$ cat config.mk
export PLATFORM = sky130hd
export DESIGN_NAME = hilo_ctrl
export DESIGN_NICKNAME = d
export VERILOG_FILES = /design/src/rtl/hilo_pkg.sv /design/src/rtl/muldiv_iter_core.sv /design/src/rtl/hilo_ctrl.sv
export SDC_FILE = /design/constraint.sdc
export NUM_CORES = 1
export LEC_CHECK = 0
export ABC_AREA = 1
export CAP_MARGIN = 15
export CORE_UTILIZATION = 35
export DETAILED_ROUTE_END_ITERATION = 8
export PLACE_DENSITY = 0.56
export SKIP_LAST_GASP = 1
export SYNTH_ARGS = -nofsm -noshare
export SYNTH_HDL_FRONTEND = slang
export SYNTH_SLANG_ARGS = --single-unit
$ cat constraint.sdc
create_clock -name Clk -period 5 [get_ports Clk]
set_input_delay 1 -clock Clk [delete_from_list [all_inputs] [get_ports Clk]]
set_output_delay 1 -clock Clk [all_outputs]
set_load 0.01 [all_outputs]
$ cat src/rtl/hilo_pkg.sv
// Shared types and constants for the HI/LO multiply/divide sequencer.
package hilo_pkg;

    localparam int DATA_W = 32;
    localparam logic [31:0] DIV0_LO = 32'hFFFF_FFFF;

    typedef enum logic [2:0] {
        OP_MULT  = 3'd0,
        OP_MULTU = 3'd1,
        OP_DIV   = 3'd2,
        OP_DIVU  = 3'd3,
        OP_MTHI  = 3'd4,
        OP_MTLO  = 3'd5,
        OP_MADD  = 3'd6,
        OP_MSUB  = 3'd7
    } op_t;

    typedef enum logic [1:0] {
        IDLE  = 2'd0,
        CALC  = 2'd1,
        FIXUP = 2'd2,
        WRITE = 2'd3
    } state_t;

    // Ops whose operands are two's complement and need sign fix-up.
    function automatic logic is_signed(input op_t op);
        return (op == OP_MULT) || (op == OP_DIV) || (op == OP_MADD) || (op == OP_MSUB);
    endfunction

endpackage

$ cat src/rtl/muldiv_iter_core.sv
// Iterative unsigned shift-add multiplier / restoring divider, one bit per cycle.
module muldiv_iter_core #(
    parameter int W = 32
) (
    input  logic           clk,
    input  logic           rst,
    input  logic           load,
    input  logic           is_div,
    input  logic [W-1:0]   a,
    input  logic [W-1:0]   b,
    output logic [2*W-1:0] acc,
    output logic           done
);
    localparam int CW = $clog2(W);

    logic [CW-1:0] cnt;
    logic          run;
    logic          div_q;
    logic [W-1:0]  b_q;
    logic [W:0]    sum;
    logic [W:0]    diff;
    logic [2*W-1:0] step;

    // Divide keeps the partial remainder in the upper half; diff[W] is the borrow.
    always_comb begin
        sum  = {1'b0, acc[2*W-1:W]} + (acc[0] ? {1'b0, b_q} : {(W+1){1'b0}});
        diff = acc[2*W-1:W-1] - {1'b0, b_q};
        if (div_q)
            step = diff[W] ? {acc[2*W-2:0], 1'b0} : {diff[W-1:0], acc[W-2:0], 1'b1};
        else
            step = {sum, acc[W-1:1]};
    end

    assign done = run && (cnt == CW'(W-1));

    always_ff @(posedge clk) begin
        if (rst) begin
            acc   <= '0;
            cnt   <= '0;
            run   <= 1'b0;
            div_q <= 1'b0;
            b_q   <= '0;
        end else if (load) begin
            acc   <= {{W{1'b0}}, a};
            b_q   <= b;
            div_q <= is_div;
            cnt   <= '0;
            run   <= 1'b1;
        end else if (run) begin
            acc <= step;
            if (done) run <= 1'b0;
            else      cnt <= cnt + CW'(1);
        end
    end

endmodule

$ cat src/rtl/hilo_ctrl.sv
// Multi-cycle MULT/DIV/MADD/MSUB/MTHI/MTLO sequencer driving the HI/LO write port.
module hilo_ctrl #(
    parameter int DATA_W = hilo_pkg::DATA_W
) (
    input  logic              Clk,
    input  logic              Rst,
    input  logic              Start,
    input  logic [2:0]        Op,
    input  logic [DATA_W-1:0] A,
    input  logic [DATA_W-1:0] B,
    input  logic [DATA_W-1:0] HIcur,
    input  logic [DATA_W-1:0] LOcur,
    input  logic              ReadReq,
    output logic [DATA_W-1:0] HIin,
    output logic [DATA_W-1:0] LOin,
    output logic              HIen,
    output logic              LOen,
    output logic              Busy,
    output logic              Stall,
    output logic              Done
);
    import hilo_pkg::*;

    state_t state, state_nxt;
    op_t    op_in, op_q;
    logic [DATA_W-1:0] a_q, b_q, hic_q, loc_q;
    logic [DATA_W-1:0] mag_a, mag_b, hi_nxt, lo_nxt;
    logic [2*DATA_W-1:0] acc, prod_s, base, res;
    logic sgn_in, is_div_in, load, core_done, sa, sb, wr_hi, wr_lo;

    assign op_in     = op_t'(Op);
    assign sgn_in    = is_signed(op_in);
    assign is_div_in = (op_in == OP_DIV) || (op_in == OP_DIVU);
    assign mag_a     = (sgn_in && A[DATA_W-1]) ? -A : A;
    assign mag_b     = (sgn_in && B[DATA_W-1]) ? -B : B;

    muldiv_iter_core #(.W(DATA_W)) u_core (
        .clk    (Clk),
        .rst    (Rst),
        .load   (load),
        .is_div (is_div_in),
        .a      (mag_a),
        .b      (mag_b),
        .acc    (acc),
        .done   (core_done)
    );

    // Sign restore and accumulate, evaluated during FIXUP.
    always_comb begin
        sa     = is_signed(op_q) & a_q[DATA_W-1];
        sb     = is_signed(op_q) & b_q[DATA_W-1];
        base   = {hic_q, loc_q};
        prod_s = (sa ^ sb) ? -acc : acc;
        res    = prod_s;
        case (op_q)
            OP_MADD: res = base + prod_s;
            OP_MSUB: res = base - prod_s;
            OP_DIV, OP_DIVU: begin
                res[2*DATA_W-1:DATA_W] = sa ? -acc[2*DATA_W-1:DATA_W] : acc[2*DATA_W-1:DATA_W];
                res[DATA_W-1:0]        = (sa ^ sb) ? -acc[DATA_W-1:0] : acc[DATA_W-1:0];
            end
            default: ;
        endcase
    end

    always_comb begin
        state_nxt = state;
        load      = 1'b0;
        wr_hi     = 1'b0;
        wr_lo     = 1'b0;
        hi_nxt    = HIin;
        lo_nxt    = LOin;
        case (state)
            IDLE: if (Start) begin
                if (op_in == OP_MTHI) begin
                    wr_hi = 1'b1; hi_nxt = A; state_nxt = WRITE;
                end else if (op_in == OP_MTLO) begin
                    wr_lo = 1'b1; lo_nxt = A; state_nxt = WRITE;
                end else if (is_div_in && (B == '0)) begin
                    wr_hi = 1'b1; wr_lo = 1'b1;
                    hi_nxt = A; lo_nxt = DIV0_LO;
                    state_nxt = WRITE;
                end else begin
                    load = 1'b1; state_nxt = CALC;
                end
            end
            CALC:  if (core_done) state_nxt = FIXUP;
            FIXUP: begin
                wr_hi  = 1'b1;
                wr_lo  = 1'b1;
                hi_nxt = res[2*DATA_W-1:DATA_W];
                lo_nxt = res[DATA_W-1:0];
                state_nxt = WRITE;
            end
            WRITE: state_nxt = IDLE;
            default: state_nxt = IDLE;
        endcase
    end

    always_ff @(posedge Clk) begin
        if (Rst) begin
            state <= IDLE;
            HIin  <= '0;
            LOin  <= '0;
            HIen  <= 1'b0;
            LOen  <= 1'b0;
            Done  <= 1'b0;
            op_q  <= OP_MULT;
            a_q   <= '0;
            b_q   <= '0;
            hic_q <= '0;
            loc_q <= '0;
        end else begin
            state <= state_nxt;
            HIin  <= hi_nxt;
            LOin  <= lo_nxt;
            HIen  <= wr_hi;
            LOen  <= wr_lo;
            Done  <= wr_hi | wr_lo;
            if (state == IDLE && Start) begin
                op_q  <= op_in;
                a_q   <= A;
                b_q   <= B;
                hic_q <= HIcur;
                loc_q <= LOcur;
            end
        end
    end

    assign Busy  = (state != IDLE);
    assign Stall = Busy & (ReadReq | Start);

endmodule
### Yosys cells after proc, flatten, opt, wreduce, memory -nomap -nowiden

Cells that the tools add are included.
W data, S select, Z words.

| word-level totals | value |
|---|---|
| logic and storage cells | 123 |
| flip-flop bits (word level) | 303 |
| input bits | 135 |

| cells by class | value |
|---|---|
| bitwise operators | 7 |
| multiplexer cells | 44 |
| eq/ne operators | 20 |
| add/sub/neg operators | 10 |
| reduce and logical (&&, ||, !) cells | 25 |

Operator list:

| kind | count |
|---|---|
| $mux W32 | 15 |
| $mux W64 | 3 |
| $pmux W64 S3 | 1 |
| $neg A32 Y32 | 4 |
| $pmux W32 S2 | 2 |
| $add A64 B64 Y64 | 1 |
| $neg A64 Y64 | 1 |
| $sub A64 B64 Y64 | 1 |
| $add A32 B32 Y33 | 1 |
| $sub A33 B32 Y33 | 1 |
| $logic_not A32 Y1 | 1 |
| $eq A3 B3 Y1 const B | 6 |
| $mux W1 | 15 |
| $eq A3 B2 Y1 const B | 4 |
| $mux W2 | 5 |
| $ne A3 B3 Y1 const B | 3 |
| $pmux W2 S4 | 1 |
| $reduce_and A4 Y1 | 2 |
| $logic_or A1 B1 Y1 | 7 |
| $logic_not A3 Y1 | 2 |
| $ne A2 B2 Y1 const B | 3 |
| $reduce_bool A2 Y1 | 3 |
| $add A5 B1 Y5 const B | 1 |
| $eq A5 B5 Y1 const B | 1 |
| 11 further kinds | 22 |

### Longest topological paths before layout

Gate-level depths: netlist of the first run.

| logic depth | value |
|---|---|
| depth in word-level cells | 10 |
| mapped depth | 37 |

### Cells and area by module

Synthesis of the first run repeated with hierarchy kept, for this count alone.

| unflattened totals | value |
|---|---|
| cells, all modules | 4900 |
| area total of the unflattened synthesis | 27273.7 um2 |

Modules (own cells, without submodules):

| module | seq. area each (um2) | cells each | area each (um2) | times used |
|---|---|---|---|---|
| hilo_ctrl | 2762.6 | 3063 | 17061.4 | 1 |
| muldiv_iter_core | 2062.0 | 1837 | 10212.3 | 1 |

### Least setup slack after synthesis of the first run

No wires, ideal clock.

| timing | value |
|---|---|
| path type | flip-flop to flip-flop |
| start point | register u_core.acc[0] |
| end point | register HIin[7] |
| data required time | 4881 ps |
| clock period less this slack | 4377 ps |
| data arrival time | 4258 ps |
| slack | 623 ps |
| setup time | 119 ps |
| path buffers | 2 |
| stages on the path, launching flop included | 30 |
| path through | dfxtp_1 -> buf_2 -> inv_2 -> ha_1 -> nand2_1 -> nor2_2 -> buf_4 -> o21ai_0 -> nand2_1 -> nor2_1 -> nand4_1 -> nor2_2 -> nand3_2 -> nor2_2 -> nand3_2 -> o21ai_0 -> xor2_1 -> ha_1 -> nand2_1 -> nor2_1 -> inv_1 -> nor2_1 -> nand3_1 -> o21ai_0 -> a21boi_0 -> or2_2 -> nand3_1 -> o221ai_1 -> nand2_1 -> a21oi_1 |

| on the way | value |
|---|---|
| cells in the longest elaborated chain, start to end | 5 |
| elaborated cells on any way between the ends | 6 |

RTL lines:

| element | RTL line | text |
|---|---|---|
| from (decl) | muldiv_iter_core.sv:11 | `output logic [2*W-1:0] acc,` |
| from (signal assigned) | muldiv_iter_core.sv:44 | `acc <= {{W{1'b0}}, a};` |
| from (signal assigned) | muldiv_iter_core.sv:50 | `acc <= step;` |
| $neg A64 Y64 | hilo_ctrl.sv:53 | `prod_s = (sa ^ sb) ? -acc : acc;` |
| $mux W64 * | hilo_ctrl.sv:53 |  |
| $sub A64 B64 Y64 / $add A64 B64 Y64 (equally long branches) | hilo_ctrl.sv:57, hilo_ctrl.sv:56 |  |
| $pmux W64 S3 * | hilo_ctrl.sv:55 | `case (op_q)` |
| $pmux W32 S2 * | hilo_ctrl.sv:73 | `case (state)` |
| to (signal assigned) | hilo_ctrl.sv:115 | `HIin <= hi_nxt;` |
| to (decl) | hilo_ctrl.sv:14 | `output logic [DATA_W-1:0] HIin,` |

Every way passes the cells marked *; elsewhere a longest branch is shown, timed or not.
A chain may end at the register's enable or synchronous reset.

### Final worst setup path of the first run

| timing | value |
|---|---|
| start point | register u_core.acc[1] |
| end point | register HIin[17] |

The elaborated chain is that of the path after synthesis.

==> key figures, run 1 <==
Outcome
  – Status: finished, violations left
  – Failing checks: negative setup slack

Clock tree
  – CTS clock-pin slew for the worst setup and hold paths: 0.07 ns
  – CTS tree: built
  – Root Driver: clkbuf_16
  – TritonCTS Buffers: 31
  – Clock buffer depth: 3
  – CTS Sinks: 241
  – Hold_buf cts: 0
  – Latest clock arrival within the worst-skew pair: 0.62 ns
  – Max H-tree Level: 1

Finish
  – Layout cells sized above 1: 0.236
  – Layout area overhead: 44.0%
  – Antenna Cells: 0
  – Layout Utilization: 0.514
  – Most frequent cells in the layout: 797 x nand2_1, 657 x buf_4, 483 x nor2_1
  – Nets: 5238
  – Most common library cell in the layout ignoring fill and taps: nand2_1
  – Non-filler instance count after layout: 5916

Job
  – Max Cap Violations: 0

Power and ir drop
  – Sw Pwr: 13300 uW
  – Net Sw Frac: 0.518
  – Maximum VDD drop: 0.000353 V
  – Internal power: 12400 uW
  – Clk pwr share: 0.092
  – Pwr dens: 721 nW/um2
  – Combinational Power Share: 0.792
  – Flop pwr share: 0.116
  – P_leak: 0.0165 uW
  – Total power: 25600 uW

GRT
  – GRT overflow: 0
  – Vias in the first global route: 29.1k
  – Initial antenna violation count: 2
  – First-pass GRT wire length: 174 mm
  – Largest net degree at the start of global routing: 91
  – Global-route usage over all layers: 0.319

Placement
  – Dpl cells: 5818
  – Hpwl dp: 96.4 mm
  – RD Place Congestion: 1.07
  – Port bufs: 203

Floorplanning
  – Die width: 268 um
  – Starting Density: 0.357
  – IO Pins: 204
  – # rows: 96
  – Die area: 71600 um2
  – Area of the core: 69200 um2
  – Die Ht: 268 um

Hold path
  – HP Class: reg -> reg
  – Hold path depth: 2

Drt
  – Via count: 31.6k
  – Initial drt markers: 2957
  – Post-Route WL: 120 mm
  – Drt via density: 5.35
  – Drt pass-1 iters: 6
  – Wirelength per Cell: 20.2 um
  – Antenna Nets Post-Route: 0
  – DRC viols: 0

Synthesis
  – Top_reg_cell synth: dfxtp_1
  – Async SR Flop Fraction: 0
  – Synthesis Warnings: 0
  – Mapped Cells: 4204
  – Sequential share of the synthesized area: 0.196
  – Synthesized area: 24700 um2
  – Syn Area/Cell: 5.87 um2
  – Syn Nets: 4479
  – Distinct cells, synth: 61
  – Synthesis-stage register bit count: 241
  – Post-synth EDFFs: 0

STA
  – Worst-case headroom to the max-slew limit: 0.390
  – Setup slack after layout: -0.0447 ns
  – Period utilisation layout: 1.01
  – Fin crit period: 5.04 ns
  – Final hold viol count: 0
  – Final setup violation count: 1
  – RSZ-0062 raised after global routing: true
  – Number of max-slew violations in the final report: 0
  – Clock skew: 0.0373 ns
  – Tightest Pin Transition: 0.915 ns
  – Maximum clock rate: 0.198 GHz

Setup path
  – RR Startpoint: u_core.acc[1]
  – Crit Path Max Fanout: 4
  – R2R depth: 37
  – WP data arrival: 5.52 ns
  – Worst Setup Start Kind: flip-flop
  – Most frequent CP cell: buf_4
  – CP endpoint: HIin[17]
  – Max incr delay on CP: 0.32 ns
  – CP Class: reg -> reg
  – Req. time, crit path: 5.48 ns
  – FF-to-FF setup slack: -0.04 ns
  – RR Endpoint: HIin[17]
  – Critical Path Sink Type: flip-flop
  – Critical path startpoint: u_core.acc[1]
  – Slowest CP cell: dfxtp_2
## state kept, by name (all words and copies together), names as in the netlist
signal and count:
u_core.acc 64, HIin 32, LOin 32, hic_q 32
loc_q 32, u_core.b_q 32, u_core.cnt 5, op_q 3
state 2, Done 1, HIen 1, LOen 1
a_q 1, b_q 1, u_core.div_q 1, u_core.run 1
## cells in the mapped netlist (12+ instances only)
master    instances  area (um2)
a31oi_1          75         469
ha_1            137        1710
nand2_1         853        3200
a21oi_1         425        2130
o211ai_1         42         315
nand4_1          45         282
o21bai_1         12        90.1
or2_2            31         194
nor2_1          565        2120
o22ai_1          26         163
nor2_2           12        75.1
a21o_1           16         120
inv_1           496        1860
o21a_1           12        90.1
o21ai_0         483        2420
xnor2_1          47         412
nor4_1           17         106
clkbuf_1        119         447
nand3_1         199         996
nor3_1           45         225
xor2_1          131        1150
dfxtp_1         241        4820
buf_1            19        71.3
## cell type report
type / count / area, um2
Clock buffer: 37 / 808
Timing Repair Buffer: 885 / 7300
Fill cell: 7197 / 33700
Multi-Input combinational cell: 3293 / 19300
Sequential cell: 241 / 4840
Tap cell: 931 / 1160
Clock inverter: 18 / 233
Inverter: 511 / 1920
## worst min path at each step
stage | slack (ns) | startpoint | end
floorplan | 0.44 | loc_q[0] | loc_q[0]
global placement | 0.45 | loc_q[0] | loc_q[0]
detailed placement | 0.46 | loc_q[0] | loc_q[0]
CTS | 0.47 | loc_q[0] | loc_q[0]
global route | 0.50 | u_core.cnt[4] | u_core.cnt[4]
finish | 0.47 | loc_q[0] | loc_q[0]
## power by group through the flow
stage	registers [uW]	clock network [uW]	logic (uW)
6_report	2960	2370	20300
2_1_floorplan	2810	0	9190
5_1_grt	3000	2460	21900
3_3_place_gp	2950	0	17600
4_1_cts	2930	2410	18200
3_5_place_dp	2950	0	17600
## what timing repair did
item	CTS	global route
endpoints found under the setup margin	36	43
hold endpoints to repair	0	0
resized for setup	128	390
pin swaps	39	129
setup buffers	20	24
gates cloned	0	0
## worst max-delay path, delay by kind of cell, from the launching register on
family | cells | cell delay (ns)
AOI/OAI and AO/OA | 7 | 1.01
adders and majority gates | 1 | 0.29
DFF | 1 | 0.32
and+or+nand+nor | 15 | 1.63
buffers and inverters | 13 | 1.55
xor gates and xnor gates | 1 | 0.08
## per-stage QoR
step / setup TNS [ns] / worst slack (ns) / cell area, um2 / hold WS, ns
after global placement: -9.54 / -0.862 / 32100 / 0.449
after detailed placement: -10.70 / -0.859 / 32100 / 0.460
final: -0.0447 / -0.0447 / 35500 / 0.468
after floorplan: 0 / 0.623 / 24700 / 0.435
after CTS: -0.0651 / -0.0618 / 33800 / 0.468
after global routing: -3.44 / -0.235 / 35500 / 0.498
## metal layers
metal	vias to the layer above	share of wire	GRT usage
met5	-	0.00011	0
met3	209	0.070	0.0325
met4	2	0.051	0.137
met1	14500	0.44	0.437
met2	1320	0.44	0.507
li1	15500	-	-
## cells by family after synthesis
family | Yosys count | share of synthesized area
AO/OA/AOI/OAI | 1169 | 0.259
XOR/XNOR | 179 | 0.0638
adder cells (fa/ha/maj) | 140 | 0.0719
buffers and inverters | 670 | 0.105
flip-flops | 241 | 0.196
AND/OR/NAND/NOR | 1805 | 0.305
(Power assumes the default switching activity.)
==> run 2: changes to the inputs <==
--- a/config.mk
+++ b/config.mk
@@ -8,6 +8,7 @@
 export ABC_AREA = 1
 export CAP_MARGIN = 15
 export CORE_UTILIZATION = 35
+export CTS_BUF_LIST = sky130_fd_sc_hd__clkbuf_8 sky130_fd_sc_hd__clkbuf_16
 export DETAILED_ROUTE_END_ITERATION = 8
 export PLACE_DENSITY = 0.56
 export SKIP_LAST_GASP = 1
==> key figures, run 2 (synthesis gave the netlist of run 1 again) <==
Setup path
  – RR Startpoint: u_core.acc[1]
  – Worst Setup Start Kind: flip-flop
  – Req. time, crit path: 5.48 ns
  – Critical Path Sink Type: flip-flop
  – Crit Path Max Fanout: 4
  – WP data arrival: 5.50 ns
  – Slowest CP cell: dfxtp_2
  – Most frequent CP cell: buf_4
  – CP Class: reg -> reg
  – Max incr delay on CP: 0.32 ns
  – Critical path startpoint: u_core.acc[1]

Floorplanning
  – # rows: 96
  – Die area: 71600 um2
  – Die width: 268 um
  – IO Pins: 204
  – Area of the core: 69200 um2
  – Die Ht: 268 um
  – Starting Density: 0.357

Placement
  – Dpl ws: -0.859 ns
  – Hpwl dp: 96.4 mm
  – Port bufs: 203
  – RD Place Congestion: 1.07

Clock tree
  – Clock buffer depth: 3
  – CTS Sinks: 241
  – CTS clock-pin slew for the worst setup and hold paths: 0.07 ns
  – Root Driver: clkbuf_16
  – Latest clock arrival within the worst-skew pair: 0.62 ns
  – TritonCTS Buffers: 31
  – Max H-tree Level: 1
  – CTS tree: built

Job
  – Max Cap Violations: 0

STA
  – Setup TNS: -0.0208 ns
  – Maximum clock rate: 0.199 GHz
  – Period utilisation layout: 1.00
  – Final hold viol count: 0
  – Worst-case headroom to the max-slew limit: 0.385
  – Clock skew: 0.0392 ns
  – RSZ-0062 raised after global routing: true
  – Tightest Pin Transition: 0.922 ns
  – Number of max-slew violations in the final report: 0
  – Setup slack after layout: -0.0208 ns
  – Fin crit period: 5.02 ns
  – Final setup violation count: 1

Finish
  – Most common library cell in the layout ignoring fill and taps: nand2_1
  – Most flops, register: u_core.acc
  – Largest register FFs: 64
  – Layout area overhead: 44.0%
  – Antenna Cells: 0
  – Layout Utilization: 0.514
  – Fillers: 7197
  – Nets: 5238
  – Layout cells sized above 1: 0.236
  – Most frequent cells in the layout: 797 x nand2_1, 657 x buf_4, 483 x nor2_1

Drt
  – Via count: 31.6k
  – Drt via density: 5.35
  – Antenna Nets Post-Route: 0
  – Wirelength per Cell: 20.2 um
  – Post-Route WL: 120 mm
  – DRC viols: 0
  – Drt pass-1 iters: 5
  – Initial drt markers: 2964

GRT
  – Largest net degree at the start of global routing: 91
  – First-pass GRT wire length: 174 mm
  – Global-route usage over all layers: 0.319
  – Initial antenna violation count: 2
  – GRT overflow: 0
  – Vias in the first global route: 29.1k

Hold path
  – Hold_sp: loc_q[0]
  – HP Class: reg -> reg

Power and ir drop
  – Maximum VDD drop: 0.000354 V
  – Pwr dens: 721 nW/um2
  – P_leak: 0.0165 uW
  – Total power: 25600 uW

Outcome
  – Failing checks: negative setup slack
  – Status: finished, violations left
==> run 2: repair_timing <==
action	in CTS	in global routing
setup buffers	20	24
pin swaps	39	129
hold buffers	0	0
resized for setup	128	390
endpoints found under the setup margin	36	43
==> run 2: critical path, delay by kind of cell (launching register included) <==
family	cells	cell delay [ns]
compound gates	7	0.99
simple gates	15	1.63
fa+ha+maj	1	0.29
xor+xnor	1	0.08
buf+inv	13	1.55
flops	1	0.32
==> run 2: layout make-up <==
type                    count  area, um2  area share
flip-flops and latches    241       4840       0.136
multi-input cells        3293      19300       0.542
clock buffers              32        790      0.0222
inverters                 511       1920      0.0540
repair buffers            885       7300       0.205
well taps                 931       1160      0.0328
clock inverters            23        251     0.00708
==> run 2: per-layer routing <==
layer,wire (um),vias to the layer above,part of all wire,GRT usage
li1,-,15500,-,-
met1,52500,14600,0.44,0.437
met2,52900,1294,0.44,0.507
met3,8090,212,0.068,0.0325
met4,6130,2,0.051,0.137
met5,13,-,0.00011,0
==> run 2: per-stage QoR <==
stage	cells	cell area (um2)	hold slack, ns
floorplan	4204	24700	0.435
finish	5916	35500	0.469
global route	5916	35500	0.498
CTS	5893	33800	0.468
global placement	5818	32100	0.449
detailed placement	5818	32100	0.460
==> run 2: worst paths after layout <==
kind | to | slack, ns | cells past startpoint
worst min-delay path | loc_q[0] | 0.47 | 2
worst max register to register | HIin[17] | -0.02 | 37
worst max-delay path | HIin[17] | -0.02 | 37
worst min register to register | loc_q[0] | 0.47 | 2
==> run 2: power breakdown <==
part,internal (uW),switching [uW]
logic,8530,11800
registers,2420,544
clock network,1390,964
